[src/rtl/demux_1x2_pkg.sv]
// Shared types and constants for the 1-to-2 stream demultiplexer.
// The packet-lock enum is used only when DEMUX_1X2_PKT_LOCK_EN is defined.
package demux_1x2_pkg;

  // Packet-lock FSM states
  typedef enum logic {
    IDLE = 1'b0,
    LOCK = 1'b1
  } lock_state_t;

  // Entries per output elastic buffer
  localparam int unsigned BUF_DEPTH = 2;

  // Width of the occupancy counter (holds 0..BUF_DEPTH)
  localparam int unsigned CNT_W = 2;

endpackage

[src/rtl/stream_buf2_nbit.sv]
// Two-entry FIFO holding {data, last}. The head is driven straight from storage,
// so it stays stable until it is popped.
module stream_buf2_nbit
  import demux_1x2_pkg::*;
#(
  parameter int unsigned N = 3
) (
  input  logic         clk,
  input  logic         rst_n,
  input  logic         push,
  input  logic [N-1:0] push_data,
  input  logic         push_last,
  input  logic         pop,
  output logic         full,
  output logic         valid,
  output logic [N-1:0] head_data,
  output logic         head_last
);

  logic [N:0]       mem [BUF_DEPTH];
  logic             wr_ptr;
  logic             rd_ptr;
  logic [CNT_W-1:0] count;
  logic             push_ok;
  logic             pop_ok;

  assign full      = (count == CNT_W'(BUF_DEPTH));
  assign valid     = (count != '0);
  assign push_ok   = push && !full;
  assign pop_ok    = pop && valid;
  assign head_data = mem[rd_ptr][N:1];
  assign head_last = mem[rd_ptr][0];

  // Storage, pointers and occupancy; push at count 2 is refused even with a pop
  always_ff @(posedge clk or negedge rst_n) begin
    if (!rst_n) begin
      for (int i = 0; i < int'(BUF_DEPTH); i++) begin
        mem[i] <= '0;
      end
      wr_ptr <= 1'b0;
      rd_ptr <= 1'b0;
      count  <= '0;
    end else begin
      if (push_ok) begin
        mem[wr_ptr] <= {push_data, push_last};
        wr_ptr      <= ~wr_ptr;
      end
      if (pop_ok) begin
        rd_ptr <= ~rd_ptr;
      end
      case ({push_ok, pop_ok})
        2'b10:   count <= count + CNT_W'(1);
        2'b01:   count <= count - CNT_W'(1);
        default: count <= count;
      endcase
    end
  end

endmodule

[src/rtl/demux_1x2_nbit.sv]
// Routes one valid/ready stream to one of two buffered output streams.
// Optional packet lock (keeps a whole packet on one output): DEMUX_1X2_PKT_LOCK_EN.
module demux_1x2_nbit
  import demux_1x2_pkg::*;
#(
  parameter int unsigned N = 3
) (
  input  logic         clk,
  input  logic         rst_n,
  input  logic [N-1:0] in_data,
  input  logic         in_last,
  input  logic         in_valid,
  output logic         in_ready,
  input  logic         s,
  output logic [N-1:0] o0_data,
  output logic         o0_last,
  output logic         o0_valid,
  input  logic         o0_ready,
  output logic [N-1:0] o1_data,
  output logic         o1_last,
  output logic         o1_valid,
  input  logic         o1_ready
);

  logic esel;
  logic accept;
  logic full0;
  logic full1;

  // in_ready depends only on registered occupancy and the effective select
  assign in_ready = esel ? !full1 : !full0;
  assign accept   = in_valid && in_ready;

`ifdef DEMUX_1X2_PKT_LOCK_EN
  lock_state_t state;
  lock_state_t state_nxt;
  logic        lsel;
  logic        lsel_nxt;

  // Lock state and latched select
  always_ff @(posedge clk or negedge rst_n) begin
    if (!rst_n) begin
      state <= IDLE;
      lsel  <= 1'b0;
    end else begin
      state <= state_nxt;
      lsel  <= lsel_nxt;
    end
  end

  // Lock on the first beat of a multi-beat packet, release on its last beat
  always_comb begin
    state_nxt = state;
    lsel_nxt  = lsel;
    case (state)
      IDLE: begin
        if (accept && !in_last) begin
          state_nxt = LOCK;
          lsel_nxt  = s;
        end
      end
      LOCK: begin
        if (accept && in_last) begin
          state_nxt = IDLE;
        end
      end
      default: state_nxt = IDLE;
    endcase
  end

  assign esel = (state == LOCK) ? lsel : s;
`else
  assign esel = s;
`endif

  stream_buf2_nbit #(.N(N)) u_buf0 (
    .clk       (clk),
    .rst_n     (rst_n),
    .push      (accept && !esel),
    .push_data (in_data),
    .push_last (in_last),
    .pop       (o0_ready),
    .full      (full0),
    .valid     (o0_valid),
    .head_data (o0_data),
    .head_last (o0_last)
  );

  stream_buf2_nbit #(.N(N)) u_buf1 (
    .clk       (clk),
    .rst_n     (rst_n),
    .push      (accept && esel),
    .push_data (in_data),
    .push_last (in_last),
    .pop       (o1_ready),
    .full      (full1),
    .valid     (o1_valid),
    .head_data (o1_data),
    .head_last (o1_last)
  );

endmodule

[config.mk]
export PLATFORM = sky130hd
export DESIGN_NAME = demux_1x2_nbit
export DESIGN_NICKNAME = d
export VERILOG_FILES = /design/src/rtl/demux_1x2_pkg.sv /design/src/rtl/stream_buf2_nbit.sv /design/src/rtl/demux_1x2_nbit.sv
export SDC_FILE = /design/constraint.sdc
export NUM_CORES = 1
export LEC_CHECK = 0
export BUFFER_PORTS_ARGS = -buffer_cell sky130_fd_sc_hd__clkbuf_2
export CAP_MARGIN = 20
export CORE_UTILIZATION = 50
export DETAILED_ROUTE_END_ITERATION = 16
export GPL_TIMING_DRIVEN = 0
export PLACE_DENSITY = 0.7
export SYNTH_ARGS = -nofsm -noshare
export SYNTH_HDL_FRONTEND = slang
export SYNTH_SLANG_ARGS = --single-unit
[constraint.sdc]
create_clock -name clk -period 4 [get_ports clk]
set_clock_uncertainty 0.15 [all_clocks]
set_input_delay 0.8 -clock clk [delete_from_list [all_inputs] [get_ports clk]]
set_output_delay 0.8 -clock clk [all_outputs]
set_load 0.05 [all_outputs]
-- Word level (Yosys, flattened, before mapping)
Cells that the tools add are included.
- input bits: 10
- bits in registers: 24
- output and inout port bits: 11
- equal/unequal tests: 6
- order comparisons: 6
- reductions and logical operators: 16
- bitwise logic cells: 8
- $add $sub $neg: 4
- muxes and demuxes: 15
- operators with widths (operator ; number):
    4-bit 2-to-1 mux ; 8
    8-bit bitwise mux ; 2
    1-bit logical AND ; 9
    4-bit demux with 1-bit select ; 2
    2-bit == test (second input constant) ; 4
    2-bit >= comparator (second input constant) ; 4
    1-bit NOT with 2-bit output ; 4
    2-bit one-hot mux with 2 select lines ; 2
    2-bit nonzero test ; 4
    2-bit by 1-bit adder with 2-bit output (second input constant) ; 2
    2-bit by 1-bit == test with 1-bit output (second input constant) ; 2
    2-bit by 1-bit < comparator with 1-bit output (second input constant) ; 2
    1-bit NOT ; 4
    2-bit by 1-bit subtractor with 2-bit output (second input constant) ; 2
    1-bit zero test ; 3
    1-bit 2-to-1 mux ; 1

-- Logic depth before layout (Yosys ltp)
- depth in word-level cells: 8
- depth in mapped cells: 6
- gate-level depth less buffers: 6

-- Cells and area by module
Synthesis repeated with hierarchy kept, for this count alone.
- cell total of the unflattened synthesis: 81
- area total of the unflattened synthesis: 1192.4 um^2
- modules (own cells, without submodules) (module ; instances ; seq. area each (um^2) ; area an instance (um^2) ; cells an instance):
    stream_buf2_nbit ; 2 ; 300.3 ; 583.1 ; 39
    demux_1x2_nbit ; 1 ; 0.0 ; 26.3 ; 3

-- Worst setup path before layout
OpenSTA, ideal clock, no wires.
- path kind: input port to output port
- start: input s
- end: output in_ready
- setup slack: 1461 ps
- stages: 2
- path buffers: 0
- arrival: 1589 ps
- cell sequence: nor2_1 > a21oi_1
- cells in the longest elaborated chain, start to end: 1
- RTL lines (item ; line ; text):
    from (decl) ; demux_1x2_nbit.sv:14 ; input logic s,
    1-bit 2-to-1 mux ; demux_1x2_nbit.sv:31 ; assign in_ready = esel ? !full1 : !full0;
    to (decl) ; demux_1x2_nbit.sv:13 ; output logic in_ready,
No other way between the ends.

-- Worst setup path after layout
Same ends and word-level chain as after synthesis.

==> flow_summary_export.csv <==
group,metric,value,unit
status,outcome,"finished, final reports clean",
clock_network,cts.path.max_buffers,2,
die,start_util,55.3,%
clock_network,numCtsBuffers,3,
sta,fmax,0.422,GHz
synth,synth-warning-count,0,
clock_network,path_clk_slew,130,ps
drt,avgRoutedWirePerCell,13.9,um
sta,final-hold-violation-count,0,
drt,ant_nets,0,
synth,yosysTopAreaCell,"dfrtp_1",
critical_path,crit_arrival,1420,ps
die,die_h,49.3,um
grt,grt_pass1_wl,3180,um
synth,synthTopCellsByArea,"dfrtp_1 54%, mux2_2 20%, xnor2_1 4.7%",
synth,ys_types,20,
drt,drt_wl_total,1800,um
finish,mostFrequentLayoutCell,"dfrtp_1",
finish,drive_gt1_share,48.0,%
clock_network,cts_tree,"yes",
grt,grt_pass1_vias,692,
sta,setup_viol,0,
drt,drtPass1Iterations,4,
clock_network,postCtsSetupRepairBufs,0,
drt,via_per_inst,5.09,
clock_network,htreeDepth,1,
clock_network,clk_latency,310,ps
clock_network,ctsResizeCount,0,
finish,nets,115,
grt,grt_use_total,17.7,%
synth,synth.avg_cell_area,14.3,um^2
grt,grt_max_degree,25,
critical_path,cp_data_required_time,3050,ps
placed_design,dp_hpwl,1330,um
sta,setup-tns-final,0,ps
job,cap_violations,0,
drt,vias,656,
synth,synth_area,0.00112,mm^2
placed_design,place_congestion,0.653,
critical_path,start_kind,"input pin",
sta,fin_crit,2370,ps
synth,yosys.area.top_type_share,53.8,%
sta,relSlewSlack,61.0,%
synth,synth_fp_nets,90,
sta,tightestPinTransition,585,ps
die,dieWidth,49.3,um
drt,post-route-drc-count,0,
sta,rsz0062_at_grt,"no",
placed_design,port_buffers,20,
drt,dr.first_iter.drc_count,1,
synth,synth-seq-cells,24,
sta,timing.final.crit_share,59.2,%
critical_path,cp_max_fo,8,
grt,antenna_found_initial,0,
die,io_pins,21,
sta,finalMaxSlewViolations,0,
finish,antenna_cells,0,
die,core_area,0.00202,mm^2
clock_network,root_buffer,"clkbuf_4",
synth,yosysSeqAreaShare,53.8,%
grt,grt-ovfl-total,0,
hold_path,min_path_type,"in2async",
critical_path,crit_path_end_kind,"output port",
die,rows,16,
sta,timing.hold.ws,315,ps
critical_path,worstSetupPathType,"in2out",
finish,final_cell_mix,"24 x dfrtp_1, 20 x mux2_2, 20 x clkbuf_2, 6 x xnor2_1",
synth,syn_inst,78,
clock_network,cts.sinks,24,
clock_network,hold_buffers,0,
die,dieArea,0.00243,mm^2
finish,syn2layout_area_growth,16.7,%
==> routing by layer <==
metal	up-vias	track usage [%]	part of all wire, %
met4	0	7.35	1.2
met5	-	0	0
li1	327	-	-
met2	12	28.8	50
met3	2	3.12	3.2
met1	315	23.1	45
==> logic make-up (layout without fill, tap and decap cells) <==
family | Yosys count | count (layout) | share of synthesized area, %
flops | 24 | 24 | 53.8
buf+inv | 0 | 24 | 0
xor+xnor | 10 | 10 | 7.84
mux | 24 | 24 | 24.2
simple gates | 17 | 17 | 11.5
compound gates | 1 | 1 | 0.447
fa+ha+maj | 2 | 2 | 2.24
==> critical path, stage by stage <==
cell      delay, ps
clkbuf_2        160
nor2_1           60
a21oi_1         110
clkbuf_2        290
==> synth_stat cells <==
library cell,number
nor2b_1,1
xnor2_1,6
a21oi_1,1
and2_1,2
nand4_2,1
xor2_1,4
nand2_1,1
nand2b_4,1
mux2_2,20
nand3_1,1
or2_2,2
nand4b_1,1
mux2_1,4
dfrtp_1,24
and4bb_1,1
nor3_4,1
nand3b_1,1
nor2_1,3
nand2b_1,1
ha_1,2
==> path summary, 6_finish.rpt <==
| kind | startpoint | end | slack [ps] | depth (start not counted) |
|---|---|---|---|---|
| worst max-delay path | s | in_ready | 1630 | 4 |
| worst min register to register | u_buf0.wr_ptr$_DFFE_PN0P_ | u_buf0.wr_ptr$_DFFE_PN0P_ | 350 | 1 |
| worst max register to register | u_buf0.count[0]$_DFFE_PN0P_ | u_buf0.count[1]$_DFFE_PN0P_ | 2230 | 5 |
| max in group asynchronous | rst_n | u_buf1.rd_ptr$_DFFE_PN0P_ | 3010 | 1 |
| min in group clk | u_buf0.wr_ptr$_DFFE_PN0P_ | u_buf0.wr_ptr$_DFFE_PN0P_ | 350 | 1 |
| worst min-delay path | rst_n | u_buf0.mem[3]$_DFFE_PN0P_ | 320 | 1 |
==> sequential cells by signal (all words and copies together), names as in the netlist <==
name,flops
u_buf1.count,2
u_buf0.wr_ptr,1
u_buf0.count,2
u_buf0.mem,8
u_buf1.wr_ptr,1
u_buf0.rd_ptr,1
u_buf1.mem,8
u_buf1.rd_ptr,1
==> layout make-up <==
cell class / instances / area, um^2
timing repair buffer: 20 / 100
fill: 174 / 718
tap: 27 / 33.8
sequential: 24 / 601
multi-input combinational: 54 / 517
clock buffer: 3 / 22.5
clock inverter: 1 / 30.0
==> through the flow <==
step           instance area (um^2)  util, %  setup slack, ps  cells
3_3_place_gp                   1250     61.9             1640    125
4_1_cts                        1300     64.5             1620    129
3_5_place_dp                   1250     61.9             1630    125
5_1_grt                        1300     64.5             1560    129
6_report                       1300     64.5             1630    129
2_1_floorplan                  1120        -             1460     78
Power is not shown: default switching activity piles up to over one toggle a cycle in this logic, so the estimate is an artifact.
